<file path="src/rtl/tail_light_scheduler.sv">
// Tail-light sequencer/arbiter: arbitrates left, right and hazard requests,
// paces each lamp step with a prescaler and drives six lamps from a Moore FSM.
// The lamp outputs, busy and done are decoded from registered state only.
module tail_light_scheduler #(
    parameter int TICK_DIV = 4,
    localparam int CNT_W = (TICK_DIV > 1) ? $clog2(TICK_DIV) : 1
) (
    input  logic             clk,
    input  logic             reset,        // asynchronous, active-low
    input  logic             left,
    input  logic             right,
    input  logic             hazard,
    output logic             la,
    output logic             lb,
    output logic             lc,
    output logic             ra,
    output logic             rb,
    output logic             rc,
    output logic             busy,
    output logic             done,
    output logic [3:0]       dbg_state_o,  // current FSM state
    output logic [CNT_W-1:0] dbg_cnt_o     // current prescaler count
);

    localparam logic [3:0] S_IDLE   = 4'd0;
    localparam logic [3:0] S_L1     = 4'd1;
    localparam logic [3:0] S_L2     = 4'd2;
    localparam logic [3:0] S_L3     = 4'd3;
    localparam logic [3:0] S_R1     = 4'd4;
    localparam logic [3:0] S_R2     = 4'd5;
    localparam logic [3:0] S_R3     = 4'd6;
    localparam logic [3:0] S_HZ_ON  = 4'd7;
    localparam logic [3:0] S_HZ_OFF = 4'd8;

    localparam logic [CNT_W-1:0] CNT_LAST = CNT_W'(TICK_DIV - 1);

    logic [3:0]       state_q, state_d;
    logic [CNT_W-1:0] cnt_q, cnt_d;
    logic             done_q, done_d;
    logic             tick;
    logic             hz_req;

    // Both turn requests together are treated as a hazard request.
    assign hz_req = hazard | (left & right);
    assign tick   = (cnt_q == CNT_LAST);

    // Next-state logic: IDLE reacts every cycle, all other states advance on tick.
    always_comb begin
        state_d = state_q;
        case (state_q)
            S_IDLE: begin
                if (hz_req)      state_d = S_HZ_ON;
                else if (left)   state_d = S_L1;
                else if (right)  state_d = S_R1;
            end
            S_L1: if (tick) state_d = hazard ? S_HZ_ON : S_L2;
            S_L2: if (tick) state_d = hazard ? S_HZ_ON : S_L3;
            S_L3: if (tick) state_d = hazard ? S_HZ_ON : S_IDLE;
            S_R1: if (tick) state_d = hazard ? S_HZ_ON : S_R2;
            S_R2: if (tick) state_d = hazard ? S_HZ_ON : S_R3;
            S_R3: if (tick) state_d = hazard ? S_HZ_ON : S_IDLE;
            S_HZ_ON:  if (tick) state_d = S_HZ_OFF;
            S_HZ_OFF: if (tick) state_d = hz_req ? S_HZ_ON : S_IDLE;
            default:  state_d = S_IDLE;
        endcase
    end

    // Prescaler: held at zero in IDLE and cleared whenever the state changes.
    always_comb begin
        cnt_d = cnt_q + CNT_W'(1);
        if ((state_q == S_IDLE) || (state_d != state_q)) begin
            cnt_d = '0;
        end
    end

    // done marks the IDLE cycle entered from the end of a turn sequence.
    always_comb begin
        done_d = ((state_q == S_L3) || (state_q == S_R3)) && (state_d == S_IDLE);
    end

    // State, prescaler and done registers.
    always_ff @(posedge clk or negedge reset) begin
        if (!reset) begin
            state_q <= S_IDLE;
            cnt_q   <= '0;
            done_q  <= 1'b0;
        end else begin
            state_q <= state_d;
            cnt_q   <= cnt_d;
            done_q  <= done_d;
        end
    end

    // Lamp decode from registered state; left and right only overlap in HZ_ON.
    always_comb begin
        la = 1'b0;
        lb = 1'b0;
        lc = 1'b0;
        ra = 1'b0;
        rb = 1'b0;
        rc = 1'b0;
        case (state_q)
            S_L1: la = 1'b1;
            S_L2: begin la = 1'b1; lb = 1'b1; end
            S_L3: begin la = 1'b1; lb = 1'b1; lc = 1'b1; end
            S_R1: ra = 1'b1;
            S_R2: begin ra = 1'b1; rb = 1'b1; end
            S_R3: begin ra = 1'b1; rb = 1'b1; rc = 1'b1; end
            S_HZ_ON: begin
                la = 1'b1; lb = 1'b1; lc = 1'b1;
                ra = 1'b1; rb = 1'b1; rc = 1'b1;
            end
            default: ;
        endcase
    end

    assign busy        = (state_q != S_IDLE);
    assign done        = done_q;
    assign dbg_state_o = state_q;
    assign dbg_cnt_o   = cnt_q;

endmodule

</file>
<file path="config.mk">
export PLATFORM = sky130hd
export DESIGN_NAME = tail_light_scheduler
export DESIGN_NICKNAME = d
export VERILOG_FILES = /design/src/rtl/tail_light_scheduler.sv
export SDC_FILE = /design/constraint.sdc
export NUM_CORES = 1
export LEC_CHECK = 0
export CORE_MARGIN = 2
export CORE_UTILIZATION = 42
export CTS_CLUSTER_SIZE = 14
export DETAILED_ROUTE_END_ITERATION = 8
export PLACE_DENSITY_LB_ADDON = 0.25
export REMOVE_ABC_BUFFERS = 1
export SYNTH_ARGS = -nofsm -noshare
export SYNTH_HDL_FRONTEND = slang
export SYNTH_SLANG_ARGS = --single-unit
</file>
<file path="constraint.sdc">
create_clock -name clk -period 1.8 [get_ports clk]
set_clock_uncertainty 0.1 [all_clocks]
set_input_delay 0.36 -clock clk [delete_from_list [all_inputs] [get_ports clk]]
set_output_delay 0.36 -clock clk [all_outputs]
set_load 0.01 [all_outputs]
</file>
Word level (Yosys, flattened, before mapping)
Index checks and enable logic that the tools add are counted.

Register bits: 7. Output and inout bits: 14. Word-level logic and storage cells: 53.

Eq/ne operators: 10. Reductions and logical operators: 13. Multiplexer cells: 24. Bitwise operators: 2. Add/subtract/negate cells: 1.

Operators with widths (count): $mux 4 (10); $pmux 4 s8 (1); $eq 4x3->1 const B (4); $mux 3 (4); $eq 4x2->1 const B (2); $logic_not 4->1 (2); $reduce_or 4->1 (2); $mux 1 (7); $reduce_or 2->1 (3); $reduce_or 3->1 (2); $eq 4x1->1 const B (1); $eq 4x4->1 const B (1); $mux 2 (2); $ne 4x4->1 (1); $reduce_bool 4->1 (1); $add 2x1->2 const B (1); $eq 2x2->1 const B (1); $logic_or 1x1->1 (2); $and 1x1->1 (1); $logic_and 1x1->1 (1); $or 1x1->1 (1).

Longest topological paths before layout
Gate-level depths: netlist of run 1.

Depth after elaboration: 8. Gate-level depth with buffers: 10.

Worst setup path before layout of run 1
No wires, ideal clock.

Path kind: register -> register. Start point: register cnt_q[0], in the netlist dbg_cnt_o[0]. End point: register cnt_q[0], in the netlist dbg_cnt_o[0]. Data arrival time: 1744 ps. Data required time: 1605 ps. Slack: -139 ps. Cell stages (with the launch flop): 7. Period minus slack after synthesis: 1939 ps. Cells stage by stage: dfrtp_1 -> ha_1 -> or2b_1 -> and2_1 -> a311oi_1 -> o22ai_1 -> nor4b_2.

Cells in the longest elaborated chain, start to end: 6.

RTL lines: start, declared (line 38) `logic [CNT_W-1:0] cnt_q, cnt_d;`; start signal, assigned (line 89) `cnt_q <= cnt_d;`; $eq 2x2->1 (line 45) `assign tick = (cnt_q == CNT_LAST);`; $mux 4 (tied with other cells) (line 63) `S_HZ_OFF: if (tick) state_d = hz_req ? S_HZ_ON : S_IDLE;`; $pmux 4 s8 (line 50) `case (state_q)`; $ne 4x4->1 (line 71) `if ((state_q == S_IDLE) || (state_d != state_q)) begin`; $logic_or 1x1->1 (line 71); $mux 2 (*) (line 71); via cnt_d[0] (line 38).

Mark *: on every way through the listed nets, which the timed path passes. The rest lies on a longest branch.

Worst setup path after layout of run 1
Start point: register cnt_q[1], in the netlist dbg_cnt_o[1]. End point: register cnt_q[0], in the netlist dbg_cnt_o[0].

Cells in the longest elaborated chain, start to end: 6.

RTL lines: $eq 2x2->1 (*) (line 45); $mux 4 (tied with other cells) (line 63); $pmux 4 s8 (*) (line 50); via state_d[0] (line 37) `logic [3:0] state_q, state_d;`; $ne 4x4->1 (*) (line 71); $logic_or 1x1->1 (*) (line 71); $mux 2 (*) (line 71); via cnt_d[0] (line 38).

Marks and branches as above.

==> flow_summary.json, run 1 <==
{
  "status": "finished, violations left",
  "violations": "setup timing",
  "route.met2.wl_um": 1708,
  "yosysWarnings": 0,
  "synth_area_leaders": "dfrtp_1, buf_6, nand2_1",
  "dr_total_vias": 1008,
  "top_layer": "met4",
  "final_cells": 165,
  "die_w_um": 45.64,
  "syn_to_final_growth_pct": 104.0,
  "path_class": "reg2reg",
  "hold_viol_final": 0,
  "synth_top_cell_area_share_pct": 24.05,
  "path_max_fanout": 3,
  "final_net_count": 156,
  "syn_area_per_cell_sq_um": 8.091,
  "clock_latency_ps": 250,
  "drcViolationCount": 0,
  "grt.overflow.total": 0,
  "netlist_top_cells_count": "nand2_1, nor2_1, dfrtp_1",
  "dp_cells": 145,
  "fin_crit_ps": 2014,
  "synth-adder-area-share_pct": 3.436,
  "dieArea_sq_um": 2083,
  "hpwl_um": 1806,
  "arrival_ps": 2040,
  "grt_max_degree": 15,
  "viasPerCell": 6.109,
  "io_pins": 19,
  "setup_ws_ps": -214.3,
  "p_leak_nw": 0.6835,
  "cap_violations": 0,
  "setup_viol_count_final": 8,
  "power.density_nw_per_um2": 1689,
  "fill_cells": 82,
  "slew_headroom_pct": 76.44,
  "fin_tns_setup_ps": -749.9,
  "fmax_ghz": 0.4964,
  "period_share_pct": 111.9,
  "htreeDepth": 1,
  "fp.dieH_um": 45.64,
  "synth_area_leader_cell": "dfrtp_1",
  "wl_met1_um": 1284,
  "syn_area_sq_um": 728.2,
  "cts_tree": "done",
  "synth-xor-area-share_pct": 2.405,
  "row_count": 15,
  "grt_use_total_pct": 28.83,
  "numPortBuffers": 18,
  "startpoint_type": "flop",
  "synth_edf_count": 0,
  "coreArea_sq_um": 1670,
  "synth-simple-area-share_pct": 32.99,
  "ys_seq_elements": 7,
  "grt_setup_unrepaired": "yes",
  "grt_pass1_wl_um": 4284,
  "routed_wl_um": 3404,
  "cts_root_buf": "clkbuf_4",
  "drt-initial-drc-count": 40,
  "synth-seq-area-share_pct": 24.05,
  "cts_buffer_depth": 2,
  "cts_buffers": 3,
  "synth_cell_types": 40,
  "clk_pin_slew_ps": 50,
  "cts.sinks": 7,
  "crit_required_ps": 1830,
  "first_pass_iters": 4,
  "min_path_type": "in2async",
  "end_kind": "flop",
  "synth_mux_area_share_pct": 0,
  "grt_pass1_vias": 951,
  "n_antenna_cell": 0,
  "drive_gt1_share_pct": 60.14,
  "synth_top_family_by_area": "simple AND/OR/NAND/NOR gates",
  "antenna_left": 0,
  "pre_cts_ws_ps": -463.3,
  "hold_buffers": 0,
  "place.gp.congestion": 0.9393,
  "start_util_pct": 43.60,
  "dr_wl_met3_um": 252,
  "synthCells": 90,
  "synth_compound_area_share_pct": 25.26,
  "slew_viol_final": 0,
  "synth-main-ff-cell": "dfrtp_1",
  "antenna_found_initial": 0,
  "ys_async_sr_fraction_pct": 100.0,
  "worstMarginPinSlew_ps": 353.5,
  "ir_drop_v": 0.001421,
  "wl_per_cell_um": 20.63,
  "finalPower_w": 0.002508
}
-- cell usage in the layout (no fill, tap or decap), types with 3 or more instances in the layout --
cell type	count
buf_4	31
buf_6	9
nor2_1	7
nand2_1	6
dfrtp_1	6
dlygate4sd2_1	5
clkdlybuf4s50_1	5
inv_1	4
buf_12	4
nand2b_4	3
o21ai_1	3
clkbuf_4	3
buf_2	3
-- flip-flops by register name, summed over array words and instances, names as in the netlist --
| name | flops |
|---|---|
| done | 1 |
| dbg_cnt_o | 2 |
| dbg_state_o | 4 |
-- metrics by stage --
step | cell area (sq um) | hold WS [ps] | util (%)
after floorplan | 660.6 | -35.59 | -
after global placement | 1085 | 454.5 | 64.94
after detailed placement | 1085 | 471.7 | 64.94
after CTS | 1331 | 279.5 | 79.70
after global routing | 1485 | 280.3 | 88.91
final | 1485 | 269.2 | 88.91
-- logic make-up after synthesis --
kind of cell | Yosys count
AOI/OAI and AO/OA | 25
xor gates and xnor gates | 2
adders and majority gates | 2
buffers and inverters | 13
DFF | 7
and+or+nand+nor | 41
-- where the power goes --
part           leakage, nW  internal, W  switching (W)
Clock               0.0150    0.0000847      0.0000599
Combinational        0.583      0.00111       0.000958
Sequential          0.0860     0.000218      0.0000730
Total                0.683      0.00142        0.00109
-- area by class of cell --
type	count	area (sq um)	share of cell area, %
timing repair buffer	62	573.1	38.58
sequential	7	176.4	11.88
multi-input combinational	70	669.4	45.07
tap	17	21.27	1.432
clock buffer	4	26.28	1.769
inverter	5	18.77	1.264
-- routing by layer --
metal / global-route usage [%] / up-vias
li1: - / 446
met1: 33.89 / 476
met2: 50.70 / 68
met3: 5.556 / 18
met4: 11.18 / 0
met5: 0 / -
-- path summary, 6_finish.rpt --
kind | start | endpoint | cells past startpoint | slack [ps]
max | dbg_cnt_o[1] | dbg_cnt_o[0] | 7 | -210
max reg2reg | dbg_cnt_o[1] | dbg_cnt_o[0] | 7 | -210
max in group asynchronous | reset | dbg_state_o[0] | 1 | 1070
min | reset | dbg_cnt_o[1] | 1 | 270
min reg2reg | dbg_cnt_o[0] | dbg_cnt_o[0] | 2 | 550
min in group clk | dbg_cnt_o[0] | dbg_cnt_o[0] | 2 | 550
-- critical path, cell delays in order, from the launching register on --
cell,delay [ps]
dfrtp_1,420
ha_2,220
or2b_1,260
buf_4,150
o211a_1,160
o311ai_4,290
and2_4,220
nor4b_2,50
-- what timing repair did --
item	in CTS	in global routing
setup buffers	12	5
gates resized for setup	55	27
pin swaps	12	12
endpoints found under the setup margin	13	9
(Power assumes the default switching activity.)
==> inputs of run 2 (changes only) <==
--- a/config.mk
+++ b/config.mk
@@ -6,7 +6,7 @@
 export NUM_CORES = 1
 export LEC_CHECK = 0
 export CORE_MARGIN = 2
-export CORE_UTILIZATION = 42
+export CORE_UTILIZATION = 47
 export CTS_CLUSTER_SIZE = 14
 export DETAILED_ROUTE_END_ITERATION = 8
 export PLACE_DENSITY_LB_ADDON = 0.25
==> constraint.sdc (replaced) <==
create_clock -name clk -period 2.3 [get_ports clk]
set_clock_uncertainty 0.1 [all_clocks]
set_input_delay 0.46 -clock clk [delete_from_list [all_inputs] [get_ports clk]]
set_output_delay 0.46 -clock clk [all_outputs]
set_load 0.01 [all_outputs]
==> flow_summary.json, run 2 (synthesized netlist as in run 1, its figures left out) <==
{
  "cts.sinks": 7,
  "cp_top_family": "buffers and inverters",
  "place.gp.congestion": 0.8880,
  "slew_viol_final": 0,
  "clk_pin_slew_ps": 50,
  "slew_headroom_pct": 73.97,
  "grt_setup_unrepaired": "no",
  "switching_share_pct": 42.65,
  "min_path_type": "in2async",
  "path_class": "reg2out",
  "fill_cells": 139,
  "final_cells": 129,
  "largest_reg_flops": 4,
  "syn_to_final_growth_pct": 34.36,
  "row_count": 14,
  "viasPerCell": 6.225,
  "crit_chain": "o21ai_0 > a21oi_1 > clkdlybuf4s50_1",
  "dr_total_vias": 803,
  "crit_required_ps": 1740,
  "startpoint_type": "flop",
  "final_common_cell": "clkdlybuf4s50_1",
  "cts_buffers": 3,
  "numPortBuffers": 18,
  "power_frac_seq_pct": 20.5,
  "wl_met1_um": 846,
  "first_pass_iters": 4,
  "fin_tns_setup_ps": 0,
  "final_net_count": 121,
  "grt_pass1_wl_um": 3091,
  "antenna_found_initial": 0,
  "cts_root_buf": "clkbuf_4",
  "n_antenna_cell": 0,
  "worst_path_max_delay_cell": "clkdlybuf4s50_1",
  "start_util_pct": 49.49,
  "final_cell_mix": "clkdlybuf4s50_1, nand2_1, nor2_1, buf_4, o21ai_0",
  "hold_buffers": 0,
  "setup_viol_count_final": 0,
  "dr_wl_met3_um": 132,
  "period_share_pct": 97.00,
  "reg2regPathDepth": 7,
  "antenna_left": 0,
  "end_kind": "primary output",
  "cts_tree": "done",
  "grt_max_degree": 20,
  "power.density_nw_per_um2": 1268,
  "endpoint": "la",
  "fin_crit_ps": 2231,
  "cp.buffers_inverters": 1,
  "path_depth": 3,
  "dp_cells": 123,
  "hpwl_um": 1479,
  "status": "completed",
  "routed_wl_um": 1942,
  "power.internal_w": 0.0007116,
  "grt_pass1_vias": 669,
  "drcViolationCount": 0,
  "die_w_um": 43.36,
  "worstMarginPinSlew_ps": 389.2,
  "grt.overflow.total": 0,
  "grt_use_total_pct": 21.66,
  "cts_buffer_depth": 2,
  "wl_per_cell_um": 15.05,
  "arrival_ps": 1670,
  "hold_viol_final": 0,
  "ir_drop_v": 0.0006478,
  "io_pins": 19,
  "p_leak_nw": 0.4064,
  "drt-initial-drc-count": 41,
  "route.met2.wl_um": 908,
  "power.switching_w": 0.0005291,
  "top_layer": "met4",
  "fmax_ghz": 0.4482,
  "power_frac_comb_pct": 70.8,
  "clockPowerShare_pct": 8.7,
  "cp-startpoint": "dbg_state_o[0]",
  "fp.dieH_um": 43.36,
  "htreeDepth": 1,
  "rr_endpoint": "dbg_cnt_o[0]",
  "cap_violations": 0,
  "coreArea_sq_um": 1471,
  "r2r_slack_ps": 260,
  "dieArea_sq_um": 1880,
  "path_max_fanout": 19,
  "drive_gt1_share_pct": 21.24,
  "r2r_start": "dbg_cnt_o[0]",
  "crit_path_max_incr_delay_ps": 560,
  "clock_latency_ps": 240
}
==> run 2: power by group through the flow <==
stage / registers [W] / clock network, W / logic [W]
6_report: 0.000255 / 0.000108 / 0.000878
5_1_grt: 0.000262 / 0.000121 / 0.000949
4_1_cts: 0.000264 / 0.000109 / 0.000820
3_5_place_dp: 0.000259 / 0 / 0.000818
3_3_place_gp: 0.000261 / 0 / 0.000806
2_1_floorplan: 0.000288 / 0 / 0.000412
==> run 2: metrics by stage <==
step                      worst slack, ps  total power [W]  area (sq um)  hold WS [ps]  utilization, %
final                               69.09         0.001241         978.4         371.8           66.50
after global routing                5.001         0.001332         978.4         391.1           66.50
after CTS                          0.8564         0.001192         943.4         383.6           64.12
after detailed placement           -70.77         0.001077         913.4         398.5           62.07
after global placement             -9.527         0.001066         913.4         393.3           62.07
after floorplan                     360.0        0.0007004         660.6         64.41               -
==> run 2: area by class of cell <==
| type | count | area (sq um) | share of cell area [%] |
|---|---|---|---|
| Inverter | 5 | 18.77 | 1.918 |
| Multi-Input combinational cell | 70 | 471.7 | 48.21 |
| Clock buffer | 4 | 26.28 | 2.685 |
| Tap cell | 16 | 20.02 | 2.046 |
| Sequential cell | 7 | 178.9 | 18.29 |
| Timing Repair Buffer | 27 | 262.8 | 26.85 |
==> run 2: how the worst min path moves through the flow <==
stage / from / to / slack, ps / cells after the start
2_1_floorplan: reset / dbg_cnt_o[0] / 60 / 0
3_3_place_gp: dbg_cnt_o[0] / dbg_cnt_o[0] / 390 / 1
3_5_place_dp: dbg_cnt_o[0] / dbg_cnt_o[0] / 400 / 1
4_1_cts: reset / dbg_cnt_o[1] / 380 / 1
5_1_grt: reset / dbg_cnt_o[0] / 390 / 1
6_report: reset / dbg_cnt_o[1] / 370 / 1
==> run 2: worst register-to-register path: cells and delay by family (launching register included) <==
| family | cells | cell delay, ps |
|---|---|---|
| flops | 1 | 420 |
| fa+ha+maj | 1 | 280 |
| compound gates | 3 | 600 |
| simple gates | 2 | 370 |
| buf+inv | 1 | 180 |
==> run 2: repair_timing <==
item | 4_1_cts | 5_1_grt
buffers inserted | 0 | 2
resized for setup | 3 | 3
endpoints found under the setup margin | 4 | 5
==> run 2: per-layer routing <==
layer / global-route usage, % / vias up
li1: - / 381
met1: 30.21 / 376
met2: 33.73 / 38
met3: 3.333 / 8
met4: 8.485 / 0
met5: 0 / -
